## src/rtl/quad_decoder_mc.sv

```systemverilog
// -----------------------------------------------------------------------------
// quad_decoder_mc
//   Quadrature encoder decoder for the motor-control PID path. One A/B pair per
//   instance: input synchronisers, per-input glitch filter, x1/x2/x4 decoding,
//   sticky illegal-transition flag and step-period measurement.
//
//   Optional feature (macro QDEC_INDEX_EN): index input with its own
//   synchroniser/filter chain, latching the counter on a filtered rising edge.
//
// Parameters
//   CW   position counter width
//   SYNC synchroniser flops per input (>= 2)
//   FILT cycles a new level must persist before acceptance (1 = no filtering)
//   PW   period measurement width
//
// Ports
//   clk, reset        clock, asynchronous active-high reset
//   A, B              encoder phases (asynchronous)
//   mode              00 x4, 01 x2, 10 x1, 11 x4
//   clear             synchronous counter clear (wins over a step)
//   err_clr           clears sticky err (a simultaneous illegal move wins)
//   counter           signed position, wraps modulo 2^CW
//   dir               last counted direction (1 = up)
//   step              one-cycle pulse per counted step
//   err               sticky illegal-transition flag
//   period            cycles between the last two counted steps
//   period_valid      a complete period has been measured
//   index             (QDEC_INDEX_EN) index pulse
//   index_pos         (QDEC_INDEX_EN) counter latched on index rising edge
//   index_seen        (QDEC_INDEX_EN) sticky index-edge flag
// -----------------------------------------------------------------------------
module quad_decoder_mc #(
  parameter int CW   = 24,
  parameter int SYNC = 3,
  parameter int FILT = 4,
  parameter int PW   = 16
) (
  input  logic          clk,
  input  logic          reset,
  input  logic          A,
  input  logic          B,
  input  logic [1:0]    mode,
  input  logic          clear,
  input  logic          err_clr,
  output logic [CW-1:0] counter,
  output logic          dir,
  output logic          step,
  output logic          err,
  output logic [PW-1:0] period,
  output logic          period_valid
`ifdef QDEC_INDEX_EN
  ,
  input  logic          index,
  output logic [CW-1:0] index_pos,
  output logic          index_seen
`endif
);

`ifdef QDEC_INDEX_EN
  localparam int NIN = 3;
`else
  localparam int NIN = 2;
`endif
  localparam int FCW = $clog2(FILT + 1);

  // Input bit map: 0 = A, 1 = B, 2 = index (when present)
  logic [NIN-1:0] pins;
`ifdef QDEC_INDEX_EN
  assign pins = {index, B, A};
`else
  assign pins = {B, A};
`endif

  logic [NIN-1:0][SYNC-1:0] sync_q, sync_d;
  logic [NIN-1:0]           filt_q, filt_d;
  logic [NIN-1:0][FCW-1:0]  fcnt_q, fcnt_d;

  logic [1:0]    ab_cur_q, ab_cur_d;
  logic [1:0]    ab_prev_q, ab_prev_d;
  logic [CW-1:0] counter_q, counter_d;
  logic          dir_q, dir_d;
  logic          step_q, step_d;
  logic          err_q, err_d;
  logic [PW-1:0] run_q, run_d;
  logic [PW-1:0] period_q, period_d;
  logic          pvalid_q, pvalid_d;
  logic          first_q, first_d;

  logic [1:0] chg;
  logic [1:0] pos_delta;
  logic       illegal;
  logic       cnt_up;
  logic       cnt_dn;

  // Quadrature phase position of an {A,B} pair along the up sequence
  function automatic logic [1:0] quad_pos(input logic [1:0] ab);
    logic [1:0] p;
    case (ab)
      2'b00:   p = 2'd0;
      2'b10:   p = 2'd1;
      2'b11:   p = 2'd2;
      2'b01:   p = 2'd3;
      default: p = 2'd0;
    endcase
    return p;
  endfunction

  // Synchroniser shift and glitch filter per input
  always_comb begin
    sync_d = sync_q;
    filt_d = filt_q;
    fcnt_d = fcnt_q;
    for (int i = 0; i < NIN; i++) begin
      sync_d[i] = {sync_q[i][SYNC-2:0], pins[i]};
      if (sync_q[i][SYNC-1] != filt_q[i]) begin
        // Accept on the edge where the difference has lasted FILT cycles
        if (fcnt_q[i] == FCW'(FILT - 1)) begin
          filt_d[i] = sync_q[i][SYNC-1];
          fcnt_d[i] = '0;
        end else begin
          fcnt_d[i] = fcnt_q[i] + FCW'(1);
        end
      end else begin
        fcnt_d[i] = '0;
      end
    end
  end

  // Decode: registered current/previous filtered AB, mode gating
  always_comb begin
    ab_cur_d  = {filt_q[0], filt_q[1]};
    ab_prev_d = ab_cur_q;
    chg       = ab_prev_q ^ ab_cur_q;
    illegal   = &chg;
    pos_delta = quad_pos(ab_cur_q) - quad_pos(ab_prev_q);
    cnt_up    = 1'b0;
    cnt_dn    = 1'b0;
    case (mode)
      2'b01: begin
        // x2: only transitions where A moved
        cnt_up = (pos_delta == 2'd1) && chg[1];
        cnt_dn = (pos_delta == 2'd3) && chg[1];
      end
      2'b10: begin
        // x1: single edge of the cycle in each direction
        cnt_up = (ab_prev_q == 2'b00) && (ab_cur_q == 2'b10);
        cnt_dn = (ab_prev_q == 2'b10) && (ab_cur_q == 2'b00);
      end
      default: begin
        cnt_up = (pos_delta == 2'd1);
        cnt_dn = (pos_delta == 2'd3);
      end
    endcase
  end

  // Counter, direction, step pulse and sticky error
  always_comb begin
    step_d = cnt_up | cnt_dn;
    if (cnt_up) begin
      counter_d = counter_q + CW'(1);
      dir_d     = 1'b1;
    end else if (cnt_dn) begin
      counter_d = counter_q - CW'(1);
      dir_d     = 1'b0;
    end else begin
      counter_d = counter_q;
      dir_d     = dir_q;
    end
    if (clear) begin
      counter_d = '0;
    end else begin
      counter_d = counter_d;
    end
    if (illegal) begin
      err_d = 1'b1;
    end else if (err_clr) begin
      err_d = 1'b0;
    end else begin
      err_d = err_q;
    end
  end

  // Step-period measurement with standstill saturation
  always_comb begin
    run_d    = run_q;
    period_d = period_q;
    pvalid_d = pvalid_q;
    first_d  = first_q;
    if (step_d) begin
      run_d   = PW'(1);
      first_d = 1'b1;
      // The first step after reset only restarts the running count
      if (first_q) begin
        period_d = run_q;
        pvalid_d = 1'b1;
      end else begin
        period_d = period_q;
      end
    end else if (run_q != {PW{1'b1}}) begin
      run_d = run_q + PW'(1);
    end else begin
      run_d    = run_q;
      period_d = {PW{1'b1}};
    end
  end

  // State registers
  always_ff @(posedge clk or posedge reset) begin
    if (reset) begin
      sync_q    <= '0;
      filt_q    <= '0;
      fcnt_q    <= '0;
      ab_cur_q  <= 2'b00;
      ab_prev_q <= 2'b00;
      counter_q <= '0;
      dir_q     <= 1'b0;
      step_q    <= 1'b0;
      err_q     <= 1'b0;
      run_q     <= PW'(1);
      period_q  <= {PW{1'b1}};
      pvalid_q  <= 1'b0;
      first_q   <= 1'b0;
    end else begin
      sync_q    <= sync_d;
      filt_q    <= filt_d;
      fcnt_q    <= fcnt_d;
      ab_cur_q  <= ab_cur_d;
      ab_prev_q <= ab_prev_d;
      counter_q <= counter_d;
      dir_q     <= dir_d;
      step_q    <= step_d;
      err_q     <= err_d;
      run_q     <= run_d;
      period_q  <= period_d;
      pvalid_q  <= pvalid_d;
      first_q   <= first_d;
    end
  end

  assign counter      = counter_q;
  assign dir          = dir_q;
  assign step         = step_q;
  assign err          = err_q;
  assign period       = period_q;
  assign period_valid = pvalid_q;

`ifdef QDEC_INDEX_EN
  logic          idx_prev_q, idx_prev_d;
  logic [CW-1:0] index_pos_q, index_pos_d;
  logic          index_seen_q, index_seen_d;

  // Index edge detect; latches the post-update counter of that cycle
  always_comb begin
    idx_prev_d = filt_q[2];
    if (filt_q[2] && !idx_prev_q) begin
      index_pos_d  = counter_d;
      index_seen_d = 1'b1;
    end else begin
      index_pos_d  = index_pos_q;
      index_seen_d = index_seen_q;
    end
  end

  // Index registers
  always_ff @(posedge clk or posedge reset) begin
    if (reset) begin
      idx_prev_q   <= 1'b0;
      index_pos_q  <= '0;
      index_seen_q <= 1'b0;
    end else begin
      idx_prev_q   <= idx_prev_d;
      index_pos_q  <= index_pos_d;
      index_seen_q <= index_seen_d;
    end
  end

  assign index_pos  = index_pos_q;
  assign index_seen = index_seen_q;
`endif

endmodule

```

## config.mk

```make
export PLATFORM = sky130hd
export DESIGN_NAME = quad_decoder_mc
export DESIGN_NICKNAME = d
export VERILOG_FILES = /design/src/rtl/quad_decoder_mc.sv
export SDC_FILE = /design/constraint.sdc
export NUM_CORES = 1
export LEC_CHECK = 0
export ABC_CLOCK_PERIOD_IN_PS = 9200
export CORE_ASPECT_RATIO = 1.25
export CORE_MARGIN = 2
export CORE_UTILIZATION = 34
export CTS_CLUSTER_DIAMETER = 100
export DETAILED_ROUTE_END_ITERATION = 7
export PLACE_DENSITY = 0.59
export SLEW_MARGIN = 20
export SYNTH_ARGS = -nofsm -noshare
export SYNTH_HDL_FRONTEND = slang
export SYNTH_SLANG_ARGS = --single-unit
```

## constraint.sdc

```tcl
create_clock -name clk -period 9.2 [get_ports clk]
set_input_delay 1.84 -clock clk [delete_from_list [all_inputs] [get_ports clk]]
set_output_delay 1.84 -clock clk [all_outputs]
set_load 0.03 [all_outputs]
```

==> flow_metrics.tcl, run 1 <==
set metrics [dict create \
    cp-start-kind "primary input" \
    synthesis.area_um2 4610 \
    vias_per_cell 5.14 \
    globalplace.congestion 0.905 \
    cts_tree "yes" \
    fin_setup_tns_ns 0 \
    syn_nets 535 \
    cts-resized-gates 0 \
    yosys.area.top_type "dfrtp_1" \
    period_minus_slack_ns 5.20 \
    cts_buffer_depth 2 \
    yosys_warnings 0 \
    ys_types 62 \
    slew_headroom_pct 51.2 \
    start_util_pct 34.8 \
    max_freq_mhz 192 \
    cts_root_buffer "clkbuf_16" \
    grt_pass1_vias 3793 \
    crit_required_ns 9.42 \
    hold_violations 0 \
    io_buffers 51 \
    drt-total-wl_um 10400 \
    hpwlAfterDp_um 7260 \
    synthToLayoutAreaGrowth_pct 22.0 \
    path_clk_slew_ns 0.06 \
    cts_max_level 3 \
    n_antenna_cell 0 \
    drive_gt1_share_pct 10.4 \
    yosysSeqAreaShare_pct 43.4 \
    drv_slew 0 \
    drtAntennaViolNets 0 \
    antenna_found_initial 0 \
    grt_pass1_wl_um 18200 \
    core-area_um2 13200 \
    vias 3659 \
    finalSetupViolCount 0 \
    path_class "primary input to register" \
    post_cts_buffers 0 \
    finalClockSkew_ns 0.00580 \
    post-route-period-util_pct 56.5 \
    ctsHoldBuffers 0 \
    ios 52 \
    cap_violations 0 \
    fp-row-count 47 \
    yosys.area.top_type_share_pct 33.7 \
    cp_max_fo 26 \
    track_usage_pct 15.6 \
    syn_area_per_cell_um2 9.44 \
    die_area_um2 14500 \
    drtIter0Drc 159 \
    die_w_um 108 \
    synthArstFlopShare_pct 100 \
    post_drt_wl_per_cell_um 14.6 \
    grt_start_max_net_pins 80 \
    grt-ovfl-total 0 \
    clkSinkCount 79 \
    worstSkewPairLatency_ns 0.35 \
    drt_pass1_iterations 4 \
    synthCells 488 \
    ys_seq_elements 79 \
    status "finished, final reports clean" \
    rsz0062_at_grt "false" \
    cp-end-kind "register" \
    drc_errors 0 \
    worstPathArrival_ns 5.42 \
    nets 583 \
    synth_ff_type "dfrtp_1" \
    synth-edff-count 0 \
    hold_class "register to register" \
    synth_area_leaders "dfrtp_1, ha_1, dfstp_2" \
    cts_buffers 9 \
    tightest_slew_ns 0.731 \
    die-height_um 134 \
]
-- cell type report --
type,count,area (um2)
Clock inverter,6,71.3
Fill cell,1274,7610
Sequential cell,79,2000
Tap cell,171,214
Multi-Input combinational cell,364,2440
Inverter,27,103
Timing Repair Buffer,55,539
Clock buffer,10,250
-- per-stage QoR --
stage	cell area, um2	hold WS, ns	utilization, %	instances	worst slack [ns]
after floorplan	4610	0.331	-	488	3.52
after global routing	5620	0.364	42.4	712	3.79
after detailed placement	5300	0.346	40.0	696	3.66
after CTS	5620	0.361	42.5	712	4.00
final	5620	0.357	42.4	712	4.00
after global placement	5300	0.337	40.0	696	3.74
-- sequential cells by signal (all words and copies together), names as in the netlist, 2 cells and up --
signal	cells
ab_prev_q	2
filt_q	2
sync_d	4
run_q	16
sync_q	2
fcnt_q	6
period	16
ab_cur_q	2
counter	24
-- worst max-delay path, stage by stage --
cell and delay (ns):
clkdlybuf4s50_1 0.48, inv_1 0.05, ha_1 0.29, nor2b_1 0.17, and3_1 0.24, a21oi_2 0.04
buf_4 0.23, ha_1 0.42, nand3_1 0.12, o2111a_1 0.26, o31a_1 0.37, o31ai_4 0.29
a221oi_2 0.10, mux2i_1 0.17, mux2_1 0.34
-- layer usage --
| layer | GRT usage [%] | vias to the layer above | wire length (um) |
|---|---|---|---|
| li1 | - | 1823 | - |
| met1 | 19.6 | 1766 | 4570 |
| met2 | 26.5 | 55 | 5310 |
| met3 | 2.82 | 15 | 335 |
| met4 | 6.05 | 0 | 206 |
| met5 | 0 | - | 0 |
-- kinds of logic (layout without fill, tap and decap cells) --
logic type	after synthesis	after routing	synth area share (%)
compound gates	94	94	14.5
mux	8	8	1.82
simple gates	193	193	20.0
fa+ha+maj	39	39	10.8
buf+inv	45	98	3.75
xor+xnor	30	30	5.70
flops	79	79	43.4
-- worst paths after layout --
| kind | startpoint | endpoint | slack, ns | depth (start not counted) |
|---|---|---|---|---|
| max in group asynchronous | reset | counter[7]$_DFFE_PP0P_ | 6.70 | 3 |
| max reg2reg | ab_cur_q[1]$_DFF_PP0_ | counter[23]$_DFFE_PP0P_ | 5.26 | 16 |
| max | mode[0] | counter[23]$_DFFE_PP0P_ | 4.00 | 15 |
| min in group asynchronous | reset | err$_DFFE_PP0P_ | 2.00 | 3 |
| min | sync_d[5]$_DFF_PP0_ | sync_q[5]$_DFF_PP0_ | 0.36 | 0 |
| min reg2reg | sync_d[5]$_DFF_PP0_ | sync_q[5]$_DFF_PP0_ | 0.36 | 0 |
-- cells in the final DEF (no fill, tap or decap), types with 3 or more instances in the layout --
| master | count |
|---|---|
| nand4_1 | 7 |
| a21oi_1 | 28 |
| a31oi_1 | 7 |
| xor2_1 | 13 |
| inv_1 | 26 |
| nor2_1 | 42 |
| a21o_1 | 6 |
| o21bai_1 | 3 |
| and3_1 | 3 |
| clkbuf_16 | 10 |
| nand3_1 | 41 |
| xnor2_1 | 17 |
| buf_4 | 3 |
| dfrtp_1 | 62 |
| a21oi_2 | 3 |
| ha_1 | 38 |
| or3_1 | 4 |
| o211ai_1 | 4 |
| clkdlybuf4s50_1 | 50 |
| mux2i_1 | 5 |
| a211oi_1 | 4 |
| dfstp_2 | 17 |
| nand2_1 | 60 |
| o2111ai_1 | 3 |
| o21ai_0 | 11 |
| nor3_1 | 9 |
| o21a_1 | 3 |
| nor2b_1 | 9 |
-- synth_stat cells, drive strengths merged (6+ instances only) --
master / instances
dfstp: 17
ha: 38
o21ai: 13
xor2: 13
xnor2: 17
clkbuf: 11
dfrtp: 62
nor3: 9
nor2b: 9
inv: 27
a21o: 6
a31oi: 7
nand3: 41
nand2: 60
buf: 7
nor2: 43
nand4: 7
a21oi: 31
Power of run 1 is left out: the tool's default activity adds up to more than one toggle a clock period on the data nets, which glitch-free logic cannot reach.
==> run 2, diff against run 1 <==
ABC_CLOCK_PERIOD_IN_PS = 4230   (was 9200)
PLACE_DENSITY = 0.61   (was 0.59)
clock period = 4.23 ns   (was 9.2 ns; I/O delays follow)
==> run 2 against run 1 <==
Effect of this change: via count is 7.2% higher; register-to-register slack got worse by 4.8 ns; cell count rose by 6.9%; sequential share of layout area fell by 2.3 points; utilization up 3.0 points; first-iteration DRC count decreased by 13%; non-clock buffer count rose by 49; critical path type unchanged; largest cell class unchanged.
==> flow_metrics.tcl, run 2 (synthesized netlist as in run 1, its figures left out) <==
set metrics [dict create \
    core-area_um2 13200 \
    cap_violations 0 \
    cts_tree "yes" \
    r2r-start "ab_cur_q[0]$_DFF_PP0_" \
    cp-end-kind "register" \
    cp_max_fo 23 \
    hold_violations 0 \
    min_from "sync_d[4]$_DFF_PP0_" \
    cts_root_buffer "clkbuf_16" \
    drt_pass1_iterations 4 \
    finalSetupViolCount 0 \
    tightest_slew_ns 0.953 \
    pre_cts_slack_ns -0.163 \
    cts_buffers 9 \
    nets 632 \
    crit_required_ns 4.46 \
    hold_class "register to register" \
    n_antenna_cell 0 \
    drtIter0Drc 138 \
    rsz0062_at_grt "false" \
    die_area_um2 14500 \
    vias 3921 \
    status "finished, final reports clean" \
    ios 52 \
    die-height_um 134 \
    grt_pass1_vias 4056 \
    whs_endpoint "sync_d[5]$_DFF_PP0_" \
    reg2reg_to "counter[23]$_DFFE_PP0P_" \
    worstRegToRegCells 16 \
    hpwlAfterDp_um 8220 \
    track_usage_pct 16.4 \
    globalplace.congestion 0.893 \
    worstSkewPairLatency_ns 0.34 \
    worstPathArrival_ns 4.24 \
    slew_headroom_pct 36.4 \
    vias_per_cell 5.15 \
    grt_start_max_net_pins 45 \
    drc_errors 0 \
    drt-total-wl_um 11200 \
    grt-ovfl-total 0 \
    grt_pass1_wl_um 19200 \
    fp-row-count 47 \
    path_clk_slew_ns 0.07 \
    period_minus_slack_ns 4.01 \
    largest_reg_flops 24 \
    cts_buffer_depth 2 \
    path_class "primary input to register" \
    antenna_found_initial 0 \
    synthToLayoutAreaGrowth_pct 30.5 \
    ctsHoldBuffers 0 \
    clkSinkCount 79 \
    io_buffers 51 \
    post_drt_wl_per_cell_um 14.7 \
    drive_gt1_share_pct 18.1 \
    finalClockSkew_ns 0.00882 \
    drtAntennaViolNets 0 \
    mostFrequentLayoutCells "dfrtp_1, nand2_1, buf_4, clkdlybuf4s50_1, nor2_1" \
    fin_ws_ns 0.218 \
    mostFrequentLayoutCell "dfrtp_1" \
    cp-start-kind "primary input" \
    holdPathStages 0 \
    die_w_um 108 \
    reg2reg_slack_ns 0.46 \
    cts_max_level 3 \
    start_util_pct 34.8 \
    max_freq_mhz 249 \
    drv_slew 0 \
    post-route-period-util_pct 94.8 \
]
==> run 2: how the worst max path moves through the flow <==
stage,cells past startpoint,startpoint,end
final,15,mode[0],counter[23]$_DFFE_PP0P_
after CTS,15,mode[0],counter[23]$_DFFE_PP0P_
after global placement,15,mode[0],counter[23]$_DFFE_PP0P_
after floorplan,14,mode[0],counter[23]$_DFFE_PP0P_
after global routing,15,mode[0],counter[23]$_DFFE_PP0P_
after detailed placement,15,mode[0],counter[23]$_DFFE_PP0P_
==> run 2: final cells by class <==
type                            instances  area (um2)
Clock inverter                          7         103
Sequential cell                        79        2000
Fill cell                            1229        7220
Timing Repair Buffer                  104         921
Multi-Input combinational cell        364        2450
Clock buffer                            9         225
Inverter                               27         101
Tap cell                              171         214
==> run 2: repair_timing <==
action                     CTS  global route
setup endpoints to repair    0             2
buffers inserted             0             0
gates resized for setup      0             4
==> run 2: worst max-delay path, cell delays in order <==
cell and delay (ns):
clkdlybuf4s50_1 0.48, inv_1 0.05, ha_1 0.31, a21oi_1 0.18, nor2_1 0.08, a21oi_2 0.18
buf_12 0.19, ha_1 0.26, a21oi_1 0.21, o21bai_1 0.11, a221oi_2 0.35, o31ai_4 0.14
a221oi_2 0.28, mux2i_1 0.23, mux2_1 0.34
==> run 2: through the flow <==
step / std cells / hold slack, ns / utilization [%] / setup TNS (ns) / instance area [um2]
after floorplan: 488 / 0.331 / - / 0 / 4610
after global placement: 745 / 0.332 / 42.9 / -0.173 / 5680
after detailed placement: 745 / 0.336 / 42.9 / -0.595 / 5680
after CTS: 761 / 0.350 / 45.4 / 0 / 6000
after global routing: 761 / 0.358 / 45.4 / 0 / 6010
final: 761 / 0.347 / 45.4 / 0 / 6010
==> run 2: routing by layer <==
layer  up-vias  wire length, um  global-route usage, %
met1      1907             4810                   19.8
met4         0              198                   5.70
met2        80             5780                   29.2
met5         -                0                      0
met3        18              404                   2.96
li1       1916                -                      -
Power of run 2 is left out for the same reason.
==> run 3, diff against run 2 <==
DONT_BUFFER_PORTS = 1   (was not set)
PLACE_DENSITY = 0.56   (was 0.61)
==> run 3 against run 2 <==
Effect of this change: global-route usage decreased by 1.1 points; clock skew is 0.0034 ns lower; register-to-register slack got worse by 0.14 ns; critical path depth up 1; cell count down 13%; die area stayed put; wire length shrank 5.5%; design area down 15%; sequential share of layout area up 5.7 points; first-iteration DRC count fell by 5.8%; flip-flop and latch count stayed put; worst setup slack gained 0.10 ns; critical endpoint unchanged.
==> flow_metrics.tcl, run 3 (synthesized netlist as in run 1, its figures left out) <==
set metrics [dict create \
    ios 52 \
    tightest_slew_ns 0.734 \
    status "finished, final reports clean" \
    cp_slowest_cell "dfrtp_1" \
    cts_buffers 9 \
    grt_pass1_vias 3500 \
    post_drt_wl_per_cell_um 16.0 \
    grt_start_max_net_pins 61 \
    synthToLayoutAreaGrowth_pct 11.5 \
    fin_ws_ns 0.318 \
    crit_required_ns 4.45 \
    path_buf_inv 3 \
    cts_tree "yes" \
    hpwlAfterDp_um 7540 \
    path_class "register to register" \
    globalplace.congestion 0.867 \
    cts-resized-gates 0 \
    grt_pass1_wl_um 17700 \
    nets 534 \
    hold_class "register to register" \
    path_clk_slew_ns 0.06 \
    cp_max_fo 26 \
    cts_root_buffer "clkbuf_16" \
    worstPathArrival_ns 4.13 \
    worstSkewPairLatency_ns 0.33 \
    core-area_um2 13200 \
    die_w_um 108 \
    hold_violations 0 \
    post_cts_buffers 0 \
    slowest_delay_ns 0.45 \
    drive_gt1_share_pct 11.6 \
    path_cells "inv_1 -> ha_1 -> inv_1 -> ha_1 -> xnor2_1 -> xnor2_1 -> a21oi_2 -> buf_12 -> ha_1 -> a21oi_1 -> o2111a_1 -> o31a_1 -> o31ai_4 -> a221oi_2 -> mux2i_1 -> mux2_1" \
    vias_per_cell 5.30 \
    drtAntennaViolNets 0 \
    track_usage_pct 15.4 \
    cp_common_cell "ha_1" \
    drc_errors 0 \
    drt-total-wl_um 10600 \
    clkSinkCount 79 \
    mostFrequentLayoutCell "dfrtp_1" \
    post-route-period-util_pct 92.5 \
    rsz0062_at_grt "false" \
    fin_setup_tns_ns 0 \
    mostFrequentLayoutCells "dfrtp_1, nand2_1, nor2_1, nand3_1, ha_1" \
    cap_violations 0 \
    n_antenna_cell 0 \
    cts_max_level 3 \
    finalSetupViolCount 0 \
    pre_cts_slack_ns 0.241 \
    cp-end-kind "register" \
    fp-row-count 47 \
    drv_slew 0 \
    start_util_pct 34.8 \
    drt_pass1_iterations 4 \
    io_buffers 0 \
    die_area_um2 14500 \
    critical_path.top_delay_family "compound AO/OA/AOI/OAI gates" \
    slew_headroom_pct 51.0 \
    max_freq_mhz 256 \
    ctsHoldBuffers 0 \
    antenna_found_initial 0 \
    period_minus_slack_ns 3.91 \
    largest_reg_flops 24 \
    grt-ovfl-total 0 \
    cts_buffer_depth 2 \
    drtIter0Drc 130 \
    finalClockSkew_ns 0.00540 \
    die-height_um 134 \
    cp-start-kind "register" \
    vias 3517 \
]
run 3: area by class of cell:
| cell class | count | area, um2 |
|---|---|---|
| fillers | 1335 | 8100 |
| multi-input cells | 364 | 2440 |
| flip-flops and latches | 79 | 2000 |
| clock buffers | 9 | 225 |
| well taps | 171 | 214 |
| inverters | 27 | 104 |
| clock inverters | 7 | 95.1 |
| repair buffers | 6 | 57.6 |
run 3: path summary, 6_finish.rpt:
| kind | from | end | slack (ns) | cells past startpoint |
|---|---|---|---|---|
| max | ab_cur_q[1]$_DFF_PP0_ | counter[23]$_DFFE_PP0P_ | 0.32 | 16 |
| min | sync_d[1]$_DFF_PP0_ | sync_d[2]$_DFF_PP0_ | 0.35 | 0 |
| max reg2reg | ab_cur_q[1]$_DFF_PP0_ | counter[23]$_DFFE_PP0P_ | 0.32 | 16 |
| min reg2reg | sync_d[1]$_DFF_PP0_ | sync_d[2]$_DFF_PP0_ | 0.35 | 0 |
| max in group asynchronous | reset | period[14]$_DFFE_PP1P_ | 2.91 | 2 |
| min in group asynchronous | reset | sync_d[4]$_DFF_PP0_ | 0.52 | 1 |
run 3: metal layers:
layer / wire length, um / GRT usage, % / vias to the layer above / part of all wire, %
li1: - / - / 1716 / -
met5: 0 / 0 / - / 0
met2: 5580 / 26.5 / 66 / 53
met1: 4360 / 18.5 / 1715 / 41
met3: 346 / 2.67 / 20 / 3.3
met4: 292 / 7.26 / 0 / 2.8
run 3: per-stage QoR:
step | cell area (um2) | util [%] | hold WS [ns] | cells
floorplan | 4610 | - | 0.331 | 488
global placement | 4810 | 36.4 | 0.340 | 647
detailed placement | 4810 | 36.4 | 0.337 | 647
CTS | 5130 | 38.8 | 0.351 | 663
global route | 5130 | 38.8 | 0.358 | 663
finish | 5130 | 38.8 | 0.348 | 663
run 3: worst register-to-register path: stages, from the launching register on:
cell and delay (ns):
dfrtp_1 0.45, inv_1 0.12, ha_1 0.28, inv_1 0.04, ha_1 0.19, xnor2_1 0.19
xnor2_1 0.10, a21oi_2 0.20, buf_12 0.20, ha_1 0.27, a21oi_1 0.26, o2111a_1 0.28
o31a_1 0.27, o31ai_4 0.11, a221oi_2 0.28, mux2i_1 0.23, mux2_1 0.33
Power of run 3 is left out for the same reason.
